File: src/rtl/ps2_key_tracker.sv
// PS/2 keyboard receiver that decodes frames into scan codes, tracks
// make/break prefixes and keeps a held-state bit for a few chosen keys,
// from which two joystick-style axes are derived.
module ps2_key_tracker #(
    parameter int                      NUM_KEYS       = 4,
    parameter logic [NUM_KEYS*8-1:0]   KEY_CODES      = {8'h23, 8'h1C, 8'h1B, 8'h1D},
    parameter int                      TIMEOUT_CYCLES = 5000,
    parameter int                      SYNC_STAGES    = 2
) (
    input  logic                clock,
    input  logic                reset,
    input  logic                ps2_clk,
    input  logic                ps2_data,
    output logic [7:0]          code,
    output logic                code_valid,
    output logic                code_release,
    output logic                code_extended,
    output logic                frame_error,
    output logic [NUM_KEYS-1:0] key_down,
    output logic [1:0]          up_down,
    output logic [1:0]          left_right
);

    localparam int             TW       = $clog2(TIMEOUT_CYCLES + 1);
    localparam logic [TW-1:0]  TMO_LAST = TW'(TIMEOUT_CYCLES - 1);

    typedef enum logic [1:0] {
        ST_IDLE,
        ST_DATA,
        ST_PARITY,
        ST_STOP
    } state_t;

    logic [SYNC_STAGES-1:0] clk_sync_reg;
    logic [SYNC_STAGES-1:0] data_sync_reg;
    logic                   clk_prev_reg;
    logic                   ps2_fall;
    logic                   ps2_bit;

    state_t                 state_reg, state_next;
    logic [2:0]             bit_cnt_reg, bit_cnt_next;
    logic [7:0]             shift_reg, shift_next;
    logic                   parity_reg, parity_next;
    logic [TW-1:0]          tmo_reg, tmo_next;
    logic                   byte_good;
    logic                   frame_bad;

    logic                   rel_flag_reg;
    logic                   ext_flag_reg;
    logic [7:0]             code_reg;
    logic                   code_valid_reg;
    logic                   code_release_reg;
    logic                   code_extended_reg;
    logic                   frame_error_reg;
    logic [NUM_KEYS-1:0]    key_down_reg;
    logic [NUM_KEYS-1:0]    key_match;

    // Bring both PS/2 lines into the clock domain; MSB is the settled value.
    always_ff @(posedge clock) begin
        if (reset) begin
            clk_sync_reg  <= '1;
            data_sync_reg <= '1;
            clk_prev_reg  <= 1'b1;
        end else begin
            clk_sync_reg  <= {clk_sync_reg[SYNC_STAGES-2:0], ps2_clk};
            data_sync_reg <= {data_sync_reg[SYNC_STAGES-2:0], ps2_data};
            clk_prev_reg  <= clk_sync_reg[SYNC_STAGES-1];
        end
    end

    assign ps2_fall = clk_prev_reg & ~clk_sync_reg[SYNC_STAGES-1];
    assign ps2_bit  = data_sync_reg[SYNC_STAGES-1];

    // Frame state and bit accumulation registers.
    always_ff @(posedge clock) begin
        if (reset) begin
            state_reg   <= ST_IDLE;
            bit_cnt_reg <= '0;
            shift_reg   <= '0;
            parity_reg  <= 1'b0;
            tmo_reg     <= '0;
        end else begin
            state_reg   <= state_next;
            bit_cnt_reg <= bit_cnt_next;
            shift_reg   <= shift_next;
            parity_reg  <= parity_next;
            tmo_reg     <= tmo_next;
        end
    end

    // Frame walker: one state/bit per falling edge, with an inter-edge watchdog.
    always_comb begin
        state_next   = state_reg;
        bit_cnt_next = bit_cnt_reg;
        shift_next   = shift_reg;
        parity_next  = parity_reg;
        tmo_next     = '0;
        byte_good    = 1'b0;
        frame_bad    = 1'b0;
        case (state_reg)
            ST_IDLE: begin
                if (ps2_fall && !ps2_bit) begin
                    state_next   = ST_DATA;
                    bit_cnt_next = '0;
                end
            end
            ST_DATA: begin
                if (ps2_fall) begin
                    shift_next   = {ps2_bit, shift_reg[7:1]};
                    bit_cnt_next = bit_cnt_reg + 3'd1;
                    if (bit_cnt_reg == 3'd7) begin
                        state_next = ST_PARITY;
                    end
                end
            end
            ST_PARITY: begin
                if (ps2_fall) begin
                    parity_next = ps2_bit;
                    state_next  = ST_STOP;
                end
            end
            ST_STOP: begin
                if (ps2_fall) begin
                    state_next = ST_IDLE;
                    if (ps2_bit && (^{shift_reg, parity_reg})) begin
                        byte_good = 1'b1;
                    end else begin
                        frame_bad = 1'b1;
                    end
                end
            end
            default: state_next = ST_IDLE;
        endcase
        // Mid-frame watchdog; an edge arriving in the expiry cycle wins.
        if (state_reg != ST_IDLE && !ps2_fall) begin
            if (tmo_reg == TMO_LAST) begin
                state_next = ST_IDLE;
                frame_bad  = 1'b1;
            end else begin
                tmo_next = tmo_reg + TW'(1);
            end
        end
    end

    // Which tracked keys the just-received byte refers to.
    generate
        for (genvar gi = 0; gi < NUM_KEYS; gi++) begin : g_match
            assign key_match[gi] = (KEY_CODES[8*gi +: 8] == shift_reg);
        end
    endgenerate

    // Byte interpretation: prefixes, code strobe and held-key bookkeeping.
    always_ff @(posedge clock) begin
        if (reset) begin
            rel_flag_reg      <= 1'b0;
            ext_flag_reg      <= 1'b0;
            code_reg          <= '0;
            code_valid_reg    <= 1'b0;
            code_release_reg  <= 1'b0;
            code_extended_reg <= 1'b0;
            frame_error_reg   <= 1'b0;
            key_down_reg      <= '0;
        end else begin
            code_valid_reg  <= 1'b0;
            frame_error_reg <= 1'b0;
            if (frame_bad) begin
                frame_error_reg <= 1'b1;
                rel_flag_reg    <= 1'b0;
                ext_flag_reg    <= 1'b0;
            end else if (byte_good) begin
                if (shift_reg == 8'hE0) begin
                    ext_flag_reg <= 1'b1;
                end else if (shift_reg == 8'hF0) begin
                    rel_flag_reg <= 1'b1;
                end else begin
                    code_reg          <= shift_reg;
                    code_valid_reg    <= 1'b1;
                    code_release_reg  <= rel_flag_reg;
                    code_extended_reg <= ext_flag_reg;
                    rel_flag_reg      <= 1'b0;
                    ext_flag_reg      <= 1'b0;
                    if (!ext_flag_reg) begin
                        key_down_reg <= rel_flag_reg ? (key_down_reg & ~key_match)
                                                     : (key_down_reg | key_match);
                    end
                end
            end
        end
    end

    assign code          = code_reg;
    assign code_valid    = code_valid_reg;
    assign code_release  = code_release_reg;
    assign code_extended = code_extended_reg;
    assign frame_error   = frame_error_reg;
    assign key_down      = key_down_reg;

    // Axes: a single pressed key of a pair selects its direction, else stop.
    generate
        if (NUM_KEYS >= 4) begin : g_axes
            assign up_down    = (key_down_reg[0] && !key_down_reg[1]) ? 2'd0 :
                                (key_down_reg[1] && !key_down_reg[0]) ? 2'd1 : 2'd2;
            assign left_right = (key_down_reg[2] && !key_down_reg[3]) ? 2'd0 :
                                (key_down_reg[3] && !key_down_reg[2]) ? 2'd1 : 2'd2;
        end else begin : g_no_axes
            assign up_down    = 2'd2;
            assign left_right = 2'd2;
        end
    endgenerate

endmodule

File: config.mk
export PLATFORM = sky130hd
export DESIGN_NAME = ps2_key_tracker
export DESIGN_NICKNAME = d
export VERILOG_FILES = /design/src/rtl/ps2_key_tracker.sv
export SDC_FILE = /design/constraint.sdc
export NUM_CORES = 1
export LEC_CHECK = 0
export CAP_MARGIN = 20
export CORE_MARGIN = 3
export CORE_UTILIZATION = 25
export DETAILED_ROUTE_END_ITERATION = 16
export SLEW_MARGIN = 15
export SYNTH_ARGS = -nofsm -noshare
export SYNTH_HDL_FRONTEND = slang
export SYNTH_SLANG_ARGS = --single-unit
File: constraint.sdc
create_clock -name clock -period 2.9 [get_ports clock]
set_input_delay 0.58 -clock clock [delete_from_list [all_inputs] [get_ports clock]]
set_output_delay 0.58 -clock clock [all_outputs]
set_load 0.02 [all_outputs]
After elaboration in Yosys (flattened, before gate mapping)

Cells that the tools add are included.

Bits in registers: 50
Input bits: 4
Output and inout port bits: 20
Word-level logic and storage cells: 99

Add/subtract/negate cells: 2
Equality and inequality tests: 14
Mux-type cells: 29
Bitwise operators: 11
Reductions and logical operators: 27

Operator list:

| cell                                               | count |
|---|---|
| equality test 5 x 8 -> 1 bit, first input constant | 3 |
| 2-to-1 mux 2 bit                                   | 11 |
| equality test 8 bit, second input constant         | 2 |
| adder 13 x 1 -> 13 bit, second input constant      | 1 |
| equality test 13 bit, second input constant        | 1 |
| 2-to-1 mux 1 bit                                   | 13 |
| XOR reduction 9 bit                                | 1 |
| equality test 6 x 8 -> 1 bit, first input constant | 1 |
| one-hot mux 2 bit (4 select lines)                 | 1 |
| AND reduction 2 bit                                | 4 |
| logical AND 1 bit                                  | 7 |
| inverter 1 bit                                     | 7 |
| logical NOT 1 bit                                  | 6 |
| 2-to-1 mux 3 bit                                   | 2 |
| != test 2 bit, second input constant               | 3 |
| one-hot mux 3 bit (2 select lines)                 | 1 |
| AND reduction 5 bit                                | 1 |
| AND 4 bit                                          | 1 |
| equality test 2 bit, second input constant         | 2 |
| 2-to-1 mux 4 bit                                   | 1 |
| inverter 4 bit                                     | 1 |
| bitwise OR 4 bit                                   | 1 |
| AND reduction 4 bit                                | 1 |
| nonzero test 2 bit                                 | 2 |
| 9 further kinds                                    | 9 |

Depth between registers and ports, before layout

Depth after elaboration: 9
Mapped depth: 8
Depth with buffers taken out: 7

Worst setup path after synthesis

OpenSTA, ideal clock, no wires.

Path type: reg2reg
Start point: register shift_reg[1]
End point: register rel_flag_reg
Arrival time: 1752 ps
Path slack: 1028 ps
Stages on the path, launching flop included: 7
Buffers on the path: 0
Period minus slack after synthesis: 1872 ps
Path through: dfxtp_1 > xnor2_1 > xnor2_2 > xor3_1 > a211o_1 > and3b_1 > a21boi_1

Longest elaborated chain between the ends: 8
Elaborated cells on any way between the ends: 16
Classes of those cells: eq/ne: 2; mux: 9; bitwise: 1; reduce/logical: 4

RTL lines:

| what                                | line | source |
|---|---|---|
| from (decl)                         | 42   | `logic [7:0] shift_reg, shift_next;` |
| from (signal assigned)              | 85   | `shift_reg <= shift_next;` |
| XOR reduction 9 bit                 | 125  | `if (ps2_bit && (^{shift_reg, parity_reg})) begin` |
| logical AND 1 bit                   | 125  |  |
| 2-to-1 mux 1 bit                    | 125  |  |
| 2-to-1 mux 1 bit                    | 123  | `if (ps2_fall) begin` |
| 2-to-1 mux 1 bit                    | 100  | `case (state_reg)` |
| 2-to-1 mux 1 bit                    | 136  | `if (tmo_reg == TMO_LAST) begin` |
| 2-to-1 mux 1 bit                    | 135  | `if (state_reg != ST_IDLE && !ps2_fall) begin` |
| OR reduction 2 bit (no source line) | -    |  |
| to (signal assigned)                | 155  | `rel_flag_reg <= 1'b0;` |
| to (signal assigned)                | 168  | `rel_flag_reg <= 1'b0;` |
| to (signal assigned)                | 174  | `rel_flag_reg <= 1'b1;` |
| to (decl)                           | 48   | `logic rel_flag_reg;` |

Several ways; a longest one is shown, not always the timed one.
A chain may end at the register's enable or synchronous reset.

Worst setup path in the final report

Start point: register shift_reg[4]
End point: register code_reg[4] (netlist: code[4])

Longest elaborated chain between the ends: 9
Elaborated cells on any way between the ends: 16
Classes of those cells: eq/ne: 2; mux: 8; bitwise: 3; reduce/logical: 3

RTL lines:

| what                                 | line | source |
|---|---|---|
| XOR reduction 9 bit                  | 125  |  |
| logical AND 1 bit                    | 125  |  |
| 2-to-1 mux 1 bit                     | 125  |  |
| 2-to-1 mux 1 bit                     | 123  |  |
| 2-to-1 mux 1 bit                     | 100  |  |
| 2-to-1 mux 1 bit                     | 136  |  |
| 2-to-1 mux 1 bit                     | 135  |  |
| inverter 1 bit (no source line)      | -    |  |
| AND reduction 4 bit (no source line) | -    |  |
| to (signal assigned)                 | 176  | `code_reg <= shift_reg;` |
| to (decl)                            | 50   | `logic [7:0] code_reg;` |

Several ways; a longest one is shown, not always the timed one.

==> impl_metrics.toml <==
[outcome]
run_status = "complete, no violations"

[sta]
rsz_0062_raised_after_global_routing = "no"
finalWorstPathRequiredPeriod_ps = 2420
post-route-period-util = 0.835
final_hold_violation_count = 0
final.setup_skew_ps = 12.1
slew_headroom = 0.590
timing.hold.ws_ps = 417
max_slew.worst_pin.slew_ps = 613
tns_ps = 0
report.final.setup_viol = 0
final_slew_viol_count = 0
maxClockFrequency_ghz = 0.413
post-route-worst-setup-slack_ps = 480

[worst_setup_path]
cp_required_ps = 3100
startpoint_type = "flop"
endpoint_kind = "flop"
total_buffers_and_inverters_traversed_by_the_critical_path = 1
critical_path.cell_chain = "xnor2_1 > xnor2_2 > xnor2_2 > mux2i_1 > buf_4 > mux2i_1 > nor2_1"
cell_at_the_slowest_stage_of_the_critical_path = "mux2i_1"
data_arrival_at_the_endpoint_of_the_critical_path_ps = 2620
kind_of_cell_with_the_highest_combined_delay_on_the_critical_path = "multiplexers"
path_max_fanout = 8
cpPeakStageDelay_ps = 560
worst-setup-path-type = "reg -> reg"

[placed_design]
post_place_instance_area_um2 = 2490
place_hpwl_um = 3010
globalplace.congestion = 0.765
port_buffers = 23
placement.setup.worst_slack_ps = 468
place_inst = 361

[layout]
layout.cell_area.non_filler_um2 = 2610
num_antenna_cells = 0
share_of_cells_above_drive_strength_1 = 0.0795
final_net_count = 272
area.growth.synth_to_final_pct = 21.3
largest_register_ff_count = 13
layoutNonFillerInstCount = 369
finish.utilization = 0.315

[clock_network]
worst_setup_hold_path_clk_slew_ps = 100
cts.root.buffer_cell = "clkbuf_8"
numClockSinks = 50
ctsHoldBuffers = 0
cts_htree_levels = 2
cts_max_path_buffers = 2
clock_latency_ps = 300
tritoncts = "built"
cts_repair_resize_count = 0
cts_setup_buffers = 0
cts_inserted_buffers = 5

[synthesis]
seq_area_frac_synth = 0.465
ys_warn_count = 0
postSynthCellCount = 239
synthesis.area_per_instance_um2 = 9.01
post_synth_num_cell_types = 37
yosys_register_bits = 50
net_count_after_synthesis = 248
mappedNetlistArea_um2 = 2150

[die]
die-height_um = 98.8
die_area_um2 = 9760
std_cell_rows = 33
core_region_area_um2 = 8300
floorplan.io_pins = 24
floorplan.initialDensity = 0.259
die_width_um = 98.8

[global_routing]
overflow = 0
antenna_violations_before_repair = 0
grt_use_total = 0.0879
number_of_global_route_vias_before_repair = 1536
wire_length_of_the_first_global_routing_pass_um = 7200
grt_start_max_net_pins = 22

[detailed_routing]
drt.antenna.violating_nets = 0
wl_per_cell_um = 11.2
initial_drc_count = 37
drt-pass1-iter-count = 4
post_route_wl_um = 4150
route.vias.total = 1659
remaining_drc_errors = 0
drt-vias-per-instance = 4.50

[power_and_ir_drop]
peakVddDrop_mv = 0.185
power.share.switching = 0.209
power.combinational.fraction = 0.017
clkPwrFrac = 0.414
seq_power_share = 0.569
int_pwr_mw = 0.962
fin_total_pwr_mw = 1.22
total_net_switching_power_mw = 0.254
p_leak_nw = 0.943
total_power_density_per_cell_area_nw_per_um2 = 466

[run]
drv_cap = 0

[hold_path]
min-delay-path-class = "reg -> reg"
## cell families (layout without fill, tap and decap cells)
kind of cell             Yosys count  in the layout  share of synthesized area
adder cells (fa/ha/maj)            5              5                     0.0291
buffers and inverters             16             41                     0.0320
XOR/XNOR                          19             19                     0.0947
flip-flops                        50             50                      0.465
multiplexers                      14             14                     0.0651
AND/OR/NAND/NOR                  107            107                      0.239
AO/OA/AOI/OAI                     28             28                     0.0755
## Yosys cell counts
cell | count | share of area
nor3_1 | 6 | 0.014
nand4b_1 | 1 | 0.0041
nor3b_1 | 2 | 0.0070
clkbuf_1 | 4 | 0.0070
o211ai_1 | 3 | 0.010
xor3_1 | 1 | 0.011
xnor2_1 | 7 | 0.028
nor2b_1 | 1 | 0.0029
and3_1 | 4 | 0.012
nand4_1 | 1 | 0.0029
nor2_1 | 38 | 0.066
o21ai_0 | 5 | 0.012
nor4_1 | 3 | 0.0087
nand2b_1 | 4 | 0.012
nand3_1 | 9 | 0.021
o21a_1 | 1 | 0.0035
a211o_1 | 1 | 0.0041
nand2_1 | 24 | 0.042
buf_4 | 1 | 0.0035
xnor2_2 | 3 | 0.023
a22oi_1 | 1 | 0.0035
ha_1 | 5 | 0.029
dfxtp_1 | 50 | 0.46
mux2i_1 | 14 | 0.065
a21oi_1 | 15 | 0.035
or3_1 | 3 | 0.0087
or2_2 | 5 | 0.015
buf_2 | 4 | 0.0093
clkinv_1 | 1 | 0.0017
or4b_2 | 2 | 0.0093
a21boi_1 | 1 | 0.0035
or4_1 | 1 | 0.0035
nand3b_1 | 2 | 0.0070
a32oi_1 | 1 | 0.0041
and3b_1 | 1 | 0.0041
xor2_1 | 8 | 0.033
inv_1 | 6 | 0.010
## final cells by class
cell class	instances	area, µm²
inverters	7	26.3
fillers	862	5690
flip-flops and latches	50	1000
clock inverters	3	47.5
clock buffers	5	68.8
repair buffers	26	253
well taps	105	131
multi-input cells	173	1080
## worst paths after layout
kind | from | to | slack (ps) | cells past startpoint
max | shift_reg[4]$_SDFFE_PP0P_ | code[4]$_SDFFE_PP0P_ | 480 | 7
min reg2reg | clk_sync_reg[0]$_SDFF_PP1_ | clk_sync_reg[1]$_SDFF_PP1_ | 420 | 1
min | clk_sync_reg[0]$_SDFF_PP1_ | clk_sync_reg[1]$_SDFF_PP1_ | 420 | 1
max reg2reg | shift_reg[4]$_SDFFE_PP0P_ | code[4]$_SDFFE_PP0P_ | 480 | 7
## layer usage
layer,wire length [µm],track usage,vias up
met5,0,0,-
met4,52,0.0326,0
met3,103,0.0177,5
met2,1830,0.130,22
met1,2160,0.126,774
li1,-,-,858
## power by group through the flow
stage | registers (mW) | logic (mW) | clock network, mW
5_1_grt | 0.692 | 0.0236 | 0.544
3_5_place_dp | 0.707 | 0.0215 | 0
4_1_cts | 0.692 | 0.0216 | 0.524
6_report | 0.691 | 0.0211 | 0.503
2_1_floorplan | 0.707 | 0.0134 | 0
3_3_place_gp | 0.707 | 0.0213 | 0
## cell usage in the layout (no fill, tap or decap), types with 4 or more instances in the layout
| cell | Yosys | final |
|---|---|---|
| nand3_1 | 9 | 9 |
| and3_1 | 4 | 4 |
| nor3_1 | 6 | 6 |
| mux2i_1 | 14 | 14 |
| nand2b_1 | 4 | 4 |
| nand2_1 | 24 | 24 |
| or2_2 | 5 | 5 |
| dfxtp_1 | 50 | 50 |
| clkbuf_8 | 0 | 5 |
| o21ai_0 | 5 | 5 |
| ha_1 | 5 | 5 |
| xor2_1 | 8 | 8 |
| nor2_1 | 38 | 38 |
| inv_1 | 6 | 6 |
| xnor2_1 | 7 | 7 |
| a21oi_1 | 15 | 15 |
| clkdlybuf4s50_1 | 0 | 23 |
Note: power is estimated with default switching activity, not from simulation.
